[config.mk]
export PLATFORM = sky130hd
export DESIGN_NAME = tpu_load_sequencer
export DESIGN_NICKNAME = d
export VERILOG_FILES = /design/src/rtl/tpu_pkg.sv /design/src/rtl/piso_pair.sv /design/src/rtl/tpu_load_sequencer.sv
export SDC_FILE = /design/constraint.sdc
export NUM_CORES = 1
export LEC_CHECK = 0
export ABC_AREA = 1
export BUFFER_PORTS_ARGS = -buffer_cell sky130_fd_sc_hd__buf_2
export CORE_UTILIZATION = 55
export CTS_CLUSTER_DIAMETER = 50
export CTS_CLUSTER_SIZE = 28
export DETAILED_ROUTE_END_ITERATION = 7
export GPL_ROUTABILITY_DRIVEN = 1
export MAX_ROUTING_LAYER = met4
export PLACE_DENSITY = 0.77
export RECOVER_POWER = 100
export SYNTH_ARGS = -nofsm -noshare
export SYNTH_HDL_FRONTEND = slang
export SYNTH_HIERARCHICAL = 1
export SYNTH_SLANG_ARGS = --single-unit
[constraint.sdc]
create_clock -name clk -period 2.5 [get_ports clk]
set_clock_uncertainty 0.15 [all_clocks]
set_input_delay 0.125 -clock clk [delete_from_list [all_inputs] [get_ports clk]]
set_output_delay 0.125 -clock clk [all_outputs]
set_load 0.01 [all_outputs]
[src/rtl/tpu_pkg.sv]
// tpu_pkg: definitions shared by the tinytpu load sequencer, the loader and the array.
//   TPU_D_W / TPU_N : default operand width and array dimension
//   seq_state_e     : load sequencer state encoding
//   cnt_width()     : counter width helper that never returns zero
package tpu_pkg;

   localparam int TPU_D_W = 8;
   localparam int TPU_N   = 2;

   typedef enum logic [2:0] {
      SEQ_IDLE  = 3'd0,
      SEQ_FETCH = 3'd1,
      SEQ_SHIFT = 3'd2,
      SEQ_INIT  = 3'd3,
      SEQ_WAIT  = 3'd4,
      SEQ_DONE  = 3'd5
   } seq_state_e;

   // clog2 clamped to at least one bit so a degenerate count still gets a register
   function automatic int cnt_width(input int n);
      return (n < 2) ? 1 : $clog2(n);
   endfunction

endpackage

[src/rtl/piso_pair.sv]
// piso_pair: two D_W-bit parallel-load shift registers emitting LSB first.
// The serial outputs are registered, so bit k of a word appears the cycle after the
// k-th shift cycle; outside shift cycles the serial outputs are driven to 0.
//   clk, rst_n       : clock, synchronous active-low reset
//   load             : capture x_par/y_par (may coincide with the last shift of a word)
//   shift            : move one bit from each register onto the serial outputs
//   x_par, y_par     : parallel operand bytes
//   x_ser, y_ser     : serial bit streams
module piso_pair
   import tpu_pkg::*;
#(
   parameter int D_W = TPU_D_W
) (
   input  logic           clk,
   input  logic           rst_n,
   input  logic           load,
   input  logic           shift,
   input  logic [D_W-1:0] x_par,
   input  logic [D_W-1:0] y_par,
   output logic           x_ser,
   output logic           y_ser
);

   logic [D_W-1:0] x_sr_r;
   logic [D_W-1:0] y_sr_r;
   logic           x_ser_r;
   logic           y_ser_r;

   // shift registers with a registered output stage; load wins over shift so that a
   // back-to-back word can be captured while the previous word's last bit goes out
   always_ff @(posedge clk) begin
      if (!rst_n) begin
         x_sr_r  <= '0;
         y_sr_r  <= '0;
         x_ser_r <= 1'b0;
         y_ser_r <= 1'b0;
      end else begin
         if (load) begin
            x_sr_r <= x_par;
            y_sr_r <= y_par;
         end else if (shift) begin
            x_sr_r <= {1'b0, x_sr_r[D_W-1:1]};
            y_sr_r <= {1'b0, y_sr_r[D_W-1:1]};
         end else begin
            x_sr_r <= x_sr_r;
            y_sr_r <= y_sr_r;
         end
         if (shift) begin
            x_ser_r <= x_sr_r[0];
            y_ser_r <= y_sr_r[0];
         end else begin
            x_ser_r <= 1'b0;
            y_ser_r <= 1'b0;
         end
      end
   end

   assign x_ser = x_ser_r;
   assign y_ser = y_ser_r;

endmodule

[src/rtl/tpu_load_sequencer.sv]
// tpu_load_sequencer: feeds host operand byte pairs to the serial operand loader,
// then fires the systolic transfer and reports completion.
//   clk, rst_n           : clock, synchronous active-low reset
//   start, skip_load     : job request (sampled in IDLE); skip_load reuses loaded operands
//   in_valid, in_ready   : host byte-pair handshake
//   x_byte, y_byte       : operand bytes
//   load_en              : loader enable, high for D_W cycles per word
//   data_in_x, data_in_y : serial bits, one cycle behind load_en
//   init                 : one-cycle transfer start pulse
//   busy                 : high outside IDLE
//   done                 : one-cycle end-of-job pulse
// All outputs are registered: the next-state logic also computes next-cycle outputs.
module tpu_load_sequencer
   import tpu_pkg::*;
#(
   parameter int D_W      = TPU_D_W,
   parameter int N        = TPU_N,
   parameter int XFER_CYC = N + 3
) (
   input  logic           clk,
   input  logic           rst_n,
   input  logic           start,
   input  logic           skip_load,
   input  logic           in_valid,
   output logic           in_ready,
   input  logic [D_W-1:0] x_byte,
   input  logic [D_W-1:0] y_byte,
   output logic           load_en,
   output logic           data_in_x,
   output logic           data_in_y,
   output logic           init,
   output logic           busy,
   output logic           done
);

   localparam int NN   = N * N;
   localparam int BC_W = cnt_width(D_W);
   localparam int WC_W = cnt_width(NN + 1);
   localparam int WT_W = cnt_width(XFER_CYC);

   localparam logic [BC_W-1:0] BIT_LAST   = BC_W'(D_W - 1);
   localparam logic [BC_W-1:0] BIT_PENULT = BC_W'(D_W - 2);
   localparam logic [BC_W-1:0] BC_ONE     = BC_W'(1);
   localparam logic [WC_W-1:0] WORD_LAST  = WC_W'(NN);
   localparam logic [WC_W-1:0] WC_ONE     = WC_W'(1);
   localparam logic [WT_W-1:0] WAIT_LAST  = WT_W'(XFER_CYC - 1);
   localparam logic [WT_W-1:0] WT_ONE     = WT_W'(1);

   // drain phases after the final word: bit-lag cycle, then loader write guard cycle
   localparam logic [1:0] DRAIN_OFF   = 2'd0;
   localparam logic [1:0] DRAIN_LAG   = 2'd1;
   localparam logic [1:0] DRAIN_GUARD = 2'd2;

   seq_state_e      state_r, state_s;
   logic [BC_W-1:0] bit_cnt_r, bit_cnt_s;
   logic [WC_W-1:0] word_cnt_r, word_cnt_s;
   logic [WT_W-1:0] wait_cnt_r, wait_cnt_s;
   logic [1:0]      drain_r, drain_s;
   logic            load_en_r, load_en_s;
   logic            in_ready_r, in_ready_s;
   logic            init_r, init_s;
   logic            done_r, done_s;
   logic            busy_r, busy_s;
   logic            take_s;

   // a pair is consumed only when the registered ready is up, so host sees a clean handshake
   assign take_s = in_ready_r & in_valid;

   // next state, counters and next-cycle output values
   always_comb begin
      state_s    = state_r;
      bit_cnt_s  = bit_cnt_r;
      word_cnt_s = word_cnt_r;
      wait_cnt_s = wait_cnt_r;
      drain_s    = drain_r;
      load_en_s  = 1'b0;
      in_ready_s = 1'b0;
      init_s     = 1'b0;
      done_s     = 1'b0;
      case (state_r)
         SEQ_IDLE: begin
            if (start) begin
               word_cnt_s = '0;
               bit_cnt_s  = '0;
               if (skip_load) begin
                  state_s = SEQ_INIT;
                  init_s  = 1'b1;
               end else begin
                  state_s    = SEQ_FETCH;
                  in_ready_s = 1'b1;
               end
            end else begin
               state_s = SEQ_IDLE;
            end
         end
         SEQ_FETCH: begin
            if (take_s) begin
               state_s    = SEQ_SHIFT;
               load_en_s  = 1'b1;
               bit_cnt_s  = '0;
               word_cnt_s = word_cnt_r + WC_ONE;
            end else begin
               in_ready_s = 1'b1;
            end
         end
         SEQ_SHIFT: begin
            if (drain_r == DRAIN_LAG) begin
               drain_s = DRAIN_GUARD;
            end else if (drain_r != DRAIN_OFF) begin
               drain_s = DRAIN_OFF;
               state_s = SEQ_INIT;
               init_s  = 1'b1;
            end else if (bit_cnt_r != BIT_LAST) begin
               load_en_s  = 1'b1;
               bit_cnt_s  = bit_cnt_r + BC_ONE;
               // open the handshake in the last cycle of every word except the final one
               in_ready_s = (bit_cnt_r == BIT_PENULT) && (word_cnt_r != WORD_LAST);
            end else if (word_cnt_r == WORD_LAST) begin
               bit_cnt_s = '0;
               drain_s   = DRAIN_LAG;
            end else if (take_s) begin
               load_en_s  = 1'b1;
               bit_cnt_s  = '0;
               word_cnt_s = word_cnt_r + WC_ONE;
            end else begin
               // host starved: park at the byte boundary, loader counters hold meanwhile
               bit_cnt_s  = '0;
               state_s    = SEQ_FETCH;
               in_ready_s = 1'b1;
            end
         end
         SEQ_INIT: begin
            state_s    = SEQ_WAIT;
            wait_cnt_s = '0;
         end
         SEQ_WAIT: begin
            if (wait_cnt_r == WAIT_LAST) begin
               state_s    = SEQ_DONE;
               done_s     = 1'b1;
               wait_cnt_s = '0;
            end else begin
               wait_cnt_s = wait_cnt_r + WT_ONE;
            end
         end
         SEQ_DONE: begin
            state_s = SEQ_IDLE;
         end
         default: begin
            state_s    = SEQ_IDLE;
            bit_cnt_s  = '0;
            word_cnt_s = '0;
            wait_cnt_s = '0;
            drain_s    = DRAIN_OFF;
         end
      endcase
      busy_s = (state_s != SEQ_IDLE);
   end

   // state, counter and output registers
   always_ff @(posedge clk) begin
      if (!rst_n) begin
         state_r    <= SEQ_IDLE;
         bit_cnt_r  <= '0;
         word_cnt_r <= '0;
         wait_cnt_r <= '0;
         drain_r    <= DRAIN_OFF;
         load_en_r  <= 1'b0;
         in_ready_r <= 1'b0;
         init_r     <= 1'b0;
         done_r     <= 1'b0;
         busy_r     <= 1'b0;
      end else begin
         state_r    <= state_s;
         bit_cnt_r  <= bit_cnt_s;
         word_cnt_r <= word_cnt_s;
         wait_cnt_r <= wait_cnt_s;
         drain_r    <= drain_s;
         load_en_r  <= load_en_s;
         in_ready_r <= in_ready_s;
         init_r     <= init_s;
         done_r     <= done_s;
         busy_r     <= busy_s;
      end
   end

   // shift whenever load_en is high this cycle; serial bits follow one cycle later
   piso_pair #(
      .D_W (D_W)
   ) u_piso (
      .clk   (clk),
      .rst_n (rst_n),
      .load  (take_s),
      .shift (load_en_r),
      .x_par (x_byte),
      .y_par (y_byte),
      .x_ser (data_in_x),
      .y_ser (data_in_y)
   );

   assign load_en  = load_en_r;
   assign in_ready = in_ready_r;
   assign init     = init_r;
   assign done     = done_r;
   assign busy     = busy_r;

endmodule

==> results.sh, run 1 <==
export IMPL_final_fill_count=319
export IMPL_worstReg2RegStart="in_ready"
export IMPL_cts_root_buffer_cell="sky130_fd_sc_hd__clkbuf_4"
export IMPL_number_of_gates_resized_after_cts=0
export IMPL_detailedRoute_firstIterationViolations=100
export IMPL_detail_route_first_pass_iterations=4
export IMPL_timing_final_max_slew_violations=0
export IMPL_critPathKind="reg -> reg"
export IMPL_clock_fmax_ghz=0.448
export IMPL_clock_tree_from_tritoncts="built"
export IMPL_slew_limit_headroom_pct=50.3
export IMPL_netlist_top_cells_count="sky130_fd_sc_hd__nand2_1 (97), sky130_fd_sc_hd__dfxtp_1 (37), sky130_fd_sc_hd__inv_1 (29), sky130_fd_sc_hd__nand3_1 (19), sky130_fd_sc_hd__nor2_1 (16)"
export IMPL_timing_critical_path_required_ns=2.61
export IMPL_clock_transition_at_the_registers_of_the_reported_paths_ns=0.12
export IMPL_synthCells=273
export IMPL_synth_adder_area_share_pct=4.51
export IMPL_grt_pass1_vias=1542
export IMPL_antenna_cells=0
export IMPL_timing_hold_violations_final=0
export IMPL_r2r_slack_ns=0.27
export IMPL_fin_crit_ns=2.23
export IMPL_vdd_drop_max_v=0.000426
export IMPL_floorplan_initialDensity_pct=57.8
export IMPL_final_seq_area_um2=741
export IMPL_grt_max_degree=19
export IMPL_timing_max_cap_violations=0
export IMPL_routed_wl_um=4040
export IMPL_report_final_setup_viol=0
export IMPL_holdPathStages=5
export IMPL_grt_first_pass_wirelength_um=6220
export IMPL_portBuffers=27
export IMPL_post_place_cells=338
export IMPL_main_combinational_cell_family_by_area_after_synthesis="simple AND/OR/NAND/NOR gates"
export IMPL_synth_largest_type_area_fraction_pct=38.1
export IMPL_power_leakage_nw=1.09
export IMPL_min_from="in_valid"
export IMPL_fin_crit_sh_pct=89.2
export IMPL_die_x_um=61.4
export IMPL_chipHeight_um=61.4
export IMPL_dp_hpwl_um=2630
export IMPL_worst_slew_pin_slew_ns=0.744
export IMPL_tritoncts_num_buffers=5
export IMPL_dominant_register_cell_in_the_synthesized_netlist="sky130_fd_sc_hd__dfxtp_1"
export IMPL_grt_setup_unrepaired="no"
export IMPL_power_per_cell_area_nw_per_um2=549
export IMPL_design_final_nets=346
export IMPL_worst_r2r_cell_count=9
export IMPL_netlist_cell_types=28
export IMPL_postSynthNetCount=301
export IMPL_synth_edf_count=0
export IMPL_xor_xnor_share_of_the_synthesized_area_pct=0.901
export IMPL_final_cells=365
export IMPL_area_delta_synth_final_pct=17.4
export IMPL_layout_cells_sized_above_1_pct=15.7
export IMPL_netlist_top_cells_area="sky130_fd_sc_hd__dfxtp_1 (38%), sky130_fd_sc_hd__nand2_1 (19%), sky130_fd_sc_hd__inv_1 (5.6%)"
export IMPL_synth_compound_area_share_pct=12.6
export IMPL_crit_path_max_fanout=16
export IMPL_remaining_drc_errors=0
export IMPL_synth_seq_area_share_pct=38.1
export IMPL_sum_of_internal_switching_and_leakage_power_mw=1.25
export IMPL_timing_setup_tns_ns=0
export IMPL_layout_cell_area_non_filler_um2=2280
export IMPL_vias_per_cell=4.97
export IMPL_ant_nets=0
export IMPL_placed_area_um2=2060
export IMPL_holdCritPathClass="in -> reg"
export IMPL_synthesized_flop_and_latch_total=37
export IMPL_yosys_warnings=6
export IMPL_hold_path_endpoint="load_en"
export IMPL_grt_usage_pct=23.5
export IMPL_die_area_um2=3770
export IMPL_gp_routability_congestion=0.860
export IMPL_num_vias=1814
export IMPL_cts_root_to_sink_buffers=2
export IMPL_routedWlPerCell_um=11.1
export IMPL_multi_input_comb_area_um2=975
export IMPL_io_pin_count=28
export IMPL_dp_slack_ns=0.856
export IMPL_grt_antenna_before_repair=0
export IMPL_yosys_mux_area_fraction_pct=0
export IMPL_remaining_global_route_overflow=0
export IMPL_fp_row_count=21
export IMPL_async_flop_share_pct=0
export IMPL_cp_start_kind="flip-flop"
export IMPL_mappedNetlistArea_um2=1940
export IMPL_synthesis_area_per_instance_um2=7.12
export IMPL_yosys_cell_count_top_type="sky130_fd_sc_hd__nand2_1"
export IMPL_fp_coreArea_um2=3360
export IMPL_end_kind="flip-flop"
export IMPL_cts_htree_levels=2
export IMPL_timing_critical_path_arrival_ns=2.34
export IMPL_netlist_top_cell_by_area="sky130_fd_sc_hd__dfxtp_1"
export IMPL_synthSimpleGateAreaFrac_pct=33.5
export IMPL_run_status="completed"
export IMPL_clk_latency_ns=0.35
export IMPL_layout_core_utilization_pct=67.8
export IMPL_fin_hold_ws_ns=0.107
export IMPL_rr_endpoint="u_piso/x_sr_r[0]"
export IMPL_clkSinkCount=37
export IMPL_setup_slack_ns=0.270
worst max path at each step:
stage                 start          endpoint  slack, ns  depth (start not counted)
5_1_grt            in_ready  u_piso/x_sr_r[0]       0.15                          9
3_3_place_gp       in_ready     word_cnt_r[1]       0.88                          7
4_1_cts            in_ready  u_piso/x_sr_r[0]       0.31                          9
6_report           in_ready  u_piso/x_sr_r[0]       0.27                          9
3_5_place_dp       in_ready     word_cnt_r[1]       0.86                          7
2_1_floorplan  bit_cnt_r[0]              busy       1.06                          9
cells by family after synthesis:
kind of cell | after synthesis
simple gates | 149
buf+inv | 41
compound gates | 37
flops | 37
fa+ha+maj | 7
xor+xnor | 2
area by class of cell:
| class | count | area share, % |
|---|---|---|
| clock inverters | 2 | 0.603 |
| multi-input cells | 195 | 42.7 |
| inverters | 32 | 5.27 |
| repair buffers | 47 | 14.2 |
| well taps | 46 | 2.52 |
| flip-flops and latches | 37 | 32.5 |
| clock buffers | 6 | 2.25 |
power breakdown:
part | total (mW) | internal, mW | leakage (nW) | switching (mW)
registers | 0.659 | 0.627 | 0.301 | 0.0325
logic | 0.248 | 0.101 | 0.747 | 0.148
clock network | 0.345 | 0.137 | 0.0382 | 0.208
cell usage in the layout, fill, tap and decap left out, drive strengths merged:
| cell | Yosys | routed |
|---|---|---|
| a32oi | 1 | 1 |
| xnor2 | 1 | 1 |
| o211a | 1 | 1 |
| clkinv | 0 | 2 |
| nand4 | 3 | 3 |
| nor3 | 1 | 1 |
| inv | 32 | 32 |
| o21bai | 1 | 1 |
| clkbuf | 1 | 14 |
| nor2 | 22 | 22 |
| xor2 | 1 | 1 |
| nand3 | 19 | 19 |
| buf | 8 | 20 |
| dlygate4sd3 | 0 | 19 |
| o31ai | 1 | 1 |
| and3 | 2 | 2 |
| a21oi | 23 | 23 |
| o21ai | 10 | 10 |
| nand2 | 102 | 102 |
| ha | 7 | 7 |
| dfxtp | 37 | 37 |
what timing repair did:
item                                   in CTS  in global routing
setup buffers                               0                  0
endpoints found under the hold margin      23                  0
hold buffers                               19                  0
sequential cells by signal, indices dropped and copies added, names as in the netlist, 2 cells and up:
register	cells
u_piso/x_sr_r	8
u_piso/y_sr_r	8
bit_cnt_r	3
state_r	3
wait_cnt_r	3
word_cnt_r	3
drain_r	2
metal layers:
layer	track usage (%)	vias to the layer above	wire length, um
li1	-	954	-
met1	24.0	813	1810
met2	41.9	38	1980
met3	6.72	9	180
met4	10.2	0	76
met5	-	-	0
worst max-delay path: stages, from the launching register on:
cell and delay [ns]:
sky130_fd_sc_hd__dfxtp_1 0.36, sky130_fd_sc_hd__nand2_1 0.12, sky130_fd_sc_hd__inv_1 0.36, sky130_fd_sc_hd__buf_4 0.27, sky130_fd_sc_hd__nor2_8 0.09, sky130_fd_sc_hd__nand2_1 0.09
sky130_fd_sc_hd__nand3_1 0.06, sky130_fd_sc_hd__nand2_1 0.05, sky130_fd_sc_hd__dlygate4sd3_1 0.54, sky130_fd_sc_hd__inv_1 0.04
No activity file was read; power rests on OpenSTA's default activity.
==> inputs of run 2 (changes only) <==
--- a/config.mk
+++ b/config.mk
@@ -7,13 +7,12 @@
 export LEC_CHECK = 0
 export ABC_AREA = 1
 export BUFFER_PORTS_ARGS = -buffer_cell sky130_fd_sc_hd__buf_2
-export CORE_UTILIZATION = 55
+export CORE_MARGIN = 8
+export CORE_UTILIZATION = 40
 export CTS_CLUSTER_DIAMETER = 50
 export CTS_CLUSTER_SIZE = 28
 export DETAILED_ROUTE_END_ITERATION = 7
 export GPL_ROUTABILITY_DRIVEN = 1
-export MAX_ROUTING_LAYER = met4
-export PLACE_DENSITY = 0.77
 export RECOVER_POWER = 100
 export SYNTH_ARGS = -nofsm -noshare
 export SYNTH_HDL_FRONTEND = slang
==> results.sh, run 2 (synthesis gave the netlist of run 1 again) <==
export IMPL_crit_path_start="in_ready"
export IMPL_crit_path_max_fanout=14
export IMPL_design_final_nets=334
export IMPL_fin_crit_ns=2.17
export IMPL_clkSinkCount=37
export IMPL_timing_critical_path_arrival_ns=2.20
export IMPL_cp_start_kind="flip-flop"
export IMPL_sum_of_internal_switching_and_leakage_power_mw=1.35
export IMPL_slew_limit_headroom_pct=50.4
export IMPL_path_buf_inv=5
export IMPL_biggestRegsByFlops="u_piso/x_sr_r x8, u_piso/y_sr_r x8"
export IMPL_report_final_setup_viol=0
export IMPL_number_of_gates_resized_after_cts=0
export IMPL_layout_cell_area_non_filler_um2=2200
export IMPL_clock_fmax_ghz=0.461
export IMPL_remaining_drc_errors=0
export IMPL_remaining_global_route_overflow=0
export IMPL_grt_usage_pct=12.4
export IMPL_multi_input_comb_area_um2=966
export IMPL_ant_nets=0
export IMPL_crit_path_end="u_piso/y_sr_r[0]"
export IMPL_end_kind="flip-flop"
export IMPL_fin_crit_sh_pct=86.8
export IMPL_routed_wl_um=4250
export IMPL_rr_endpoint="u_piso/y_sr_r[0]"
export IMPL_final_fill_count=502
export IMPL_worstReg2RegStart="in_ready"
export IMPL_crit_path_max_incr_delay_ns=0.55
export IMPL_io_pin_count=28
export IMPL_cp_num_cells=9
export IMPL_placed_area_um2=2070
export IMPL_timing_critical_path_required_ns=2.53
export IMPL_routedWlPerCell_um=11.8
export IMPL_layout_core_utilization_pct=46.9
export IMPL_timing_final_max_slew_violations=0
export IMPL_vias_per_cell=4.66
export IMPL_fin_hold_ws_ns=0.0145
export IMPL_fp_row_count=25
export IMPL_worst_r2r_cell_count=9
export IMPL_postCtsSetupBuffers=0
export IMPL_grt_max_degree=19
export IMPL_r2r_slack_ns=0.33
export IMPL_grt_pass1_vias=1663
export IMPL_layout_cells_most_common_list="sky130_fd_sc_hd__nand2_1 (97), sky130_fd_sc_hd__dfxtp_1 (37), sky130_fd_sc_hd__inv_1 (29)"
export IMPL_dp_hpwl_um=3070
export IMPL_portBuffers=27
export IMPL_timing_hold_violations_final=0
export IMPL_critPathTopFamily="buffers and inverters"
export IMPL_worst_slew_pin_slew_ns=0.743
export IMPL_cpMaxStageDelayCell="sky130_fd_sc_hd__dlygate4sd3_1"
export IMPL_clk_latency_ns=0.28
export IMPL_power_leakage_nw=1.05
export IMPL_detailedRoute_firstIterationViolations=94
export IMPL_floorplan_initialDensity_pct=41.4
export IMPL_clock_tree_from_tritoncts="built"
export IMPL_grt_setup_unrepaired="no"
export IMPL_holdCritPathClass="in -> reg"
export IMPL_critPathKind="reg -> reg"
export IMPL_clock_transition_at_the_registers_of_the_reported_paths_ns=0.07
export IMPL_run_status="completed"
export IMPL_die_area_um2=7340
export IMPL_fp_coreArea_um2=4690
export IMPL_detail_route_first_pass_iterations=4
export IMPL_num_vias=1684
export IMPL_holdBufCountCts=7
export IMPL_cts_root_buffer_cell="sky130_fd_sc_hd__clkbuf_8"
export IMPL_area_delta_synth_final_pct=13.1
export IMPL_timing_setup_tns_ns=0
export IMPL_cts_htree_levels=2
export IMPL_chipHeight_um=85.7
export IMPL_grt_antenna_before_repair=0
export IMPL_timing_max_cap_violations=0
export IMPL_layout_cells_sized_above_1_pct=15.6
export IMPL_gp_routability_congestion=0.771
export IMPL_tritoncts_num_buffers=5
export IMPL_worstPathCellList="nand2_1 -> inv_1 -> buf_4 -> inv_2 -> nand3_1 -> nand3_1 -> nand2_1 -> dlygate4sd3_1 -> inv_1"
export IMPL_final_seq_area_um2=741
export IMPL_vdd_drop_max_v=0.000287
export IMPL_layout_commonest_cell="sky130_fd_sc_hd__nand2_1"
export IMPL_grt_first_pass_wirelength_um=7500
export IMPL_die_x_um=85.7
export IMPL_power_per_cell_area_nw_per_um2=612
export IMPL_antenna_cells=0
export IMPL_cts_root_to_sink_buffers=2
## run 2: area by class of cell
| class | instances | area share, % |
|---|---|---|
| Tap cell | 54 | 3.07 |
| Clock buffer | 7 | 4.38 |
| Clock inverter | 1 | 0.228 |
| Inverter | 32 | 5.46 |
| Sequential cell | 37 | 33.7 |
| Timing Repair Buffer | 35 | 9.22 |
| Multi-Input combinational cell | 195 | 43.9 |
## run 2: worst min-delay path by stage
stage               slack [ns]      start               end  cells past startpoint
CTS                      0.002  skip_load              init                      3
detailed placement        0.24  x_byte[7]  u_piso/x_sr_r[7]                      3
floorplan                 0.07      rst_n  u_piso/x_sr_r[0]                      2
finish                    0.01  skip_load              init                      3
global route              0.03  x_byte[1]  u_piso/x_sr_r[1]                      5
global placement          0.24  y_byte[7]  u_piso/y_sr_r[7]                      3
## run 2: worst reg2reg max path, stage by stage (launching register included)
cell	delay, ns
sky130_fd_sc_hd__dfxtp_1	0.33
sky130_fd_sc_hd__nand2_1	0.10
sky130_fd_sc_hd__inv_1	0.27
sky130_fd_sc_hd__buf_4	0.27
sky130_fd_sc_hd__inv_2	0.13
sky130_fd_sc_hd__nand3_1	0.09
sky130_fd_sc_hd__nand3_1	0.08
sky130_fd_sc_hd__nand2_1	0.06
sky130_fd_sc_hd__dlygate4sd3_1	0.55
sky130_fd_sc_hd__inv_1	0.04
## run 2: power breakdown
group | internal [mW] | switching (mW) | total (mW)
logic | 0.0876 | 0.143 | 0.231
clock network | 0.249 | 0.205 | 0.454
registers | 0.627 | 0.0345 | 0.661
total | 0.963 | 0.382 | 1.35
## run 2: metal layers
| layer | wire (um) | track usage (%) |
|---|---|---|
| met3 | 222 | 4.20 |
| met2 | 1990 | 20.5 |
| met4 | 24 | 3.34 |
| met5 | 0 | 0 |
| met1 | 2010 | 14.9 |
## run 2: metrics by stage
stage / setup WS (ns) / std cells
floorplan: 1.06 / 273
global placement: 0.886 / 346
detailed placement: 0.851 / 346
CTS: 0.347 / 361
global route: 0.138 / 361
finish: 0.329 / 361
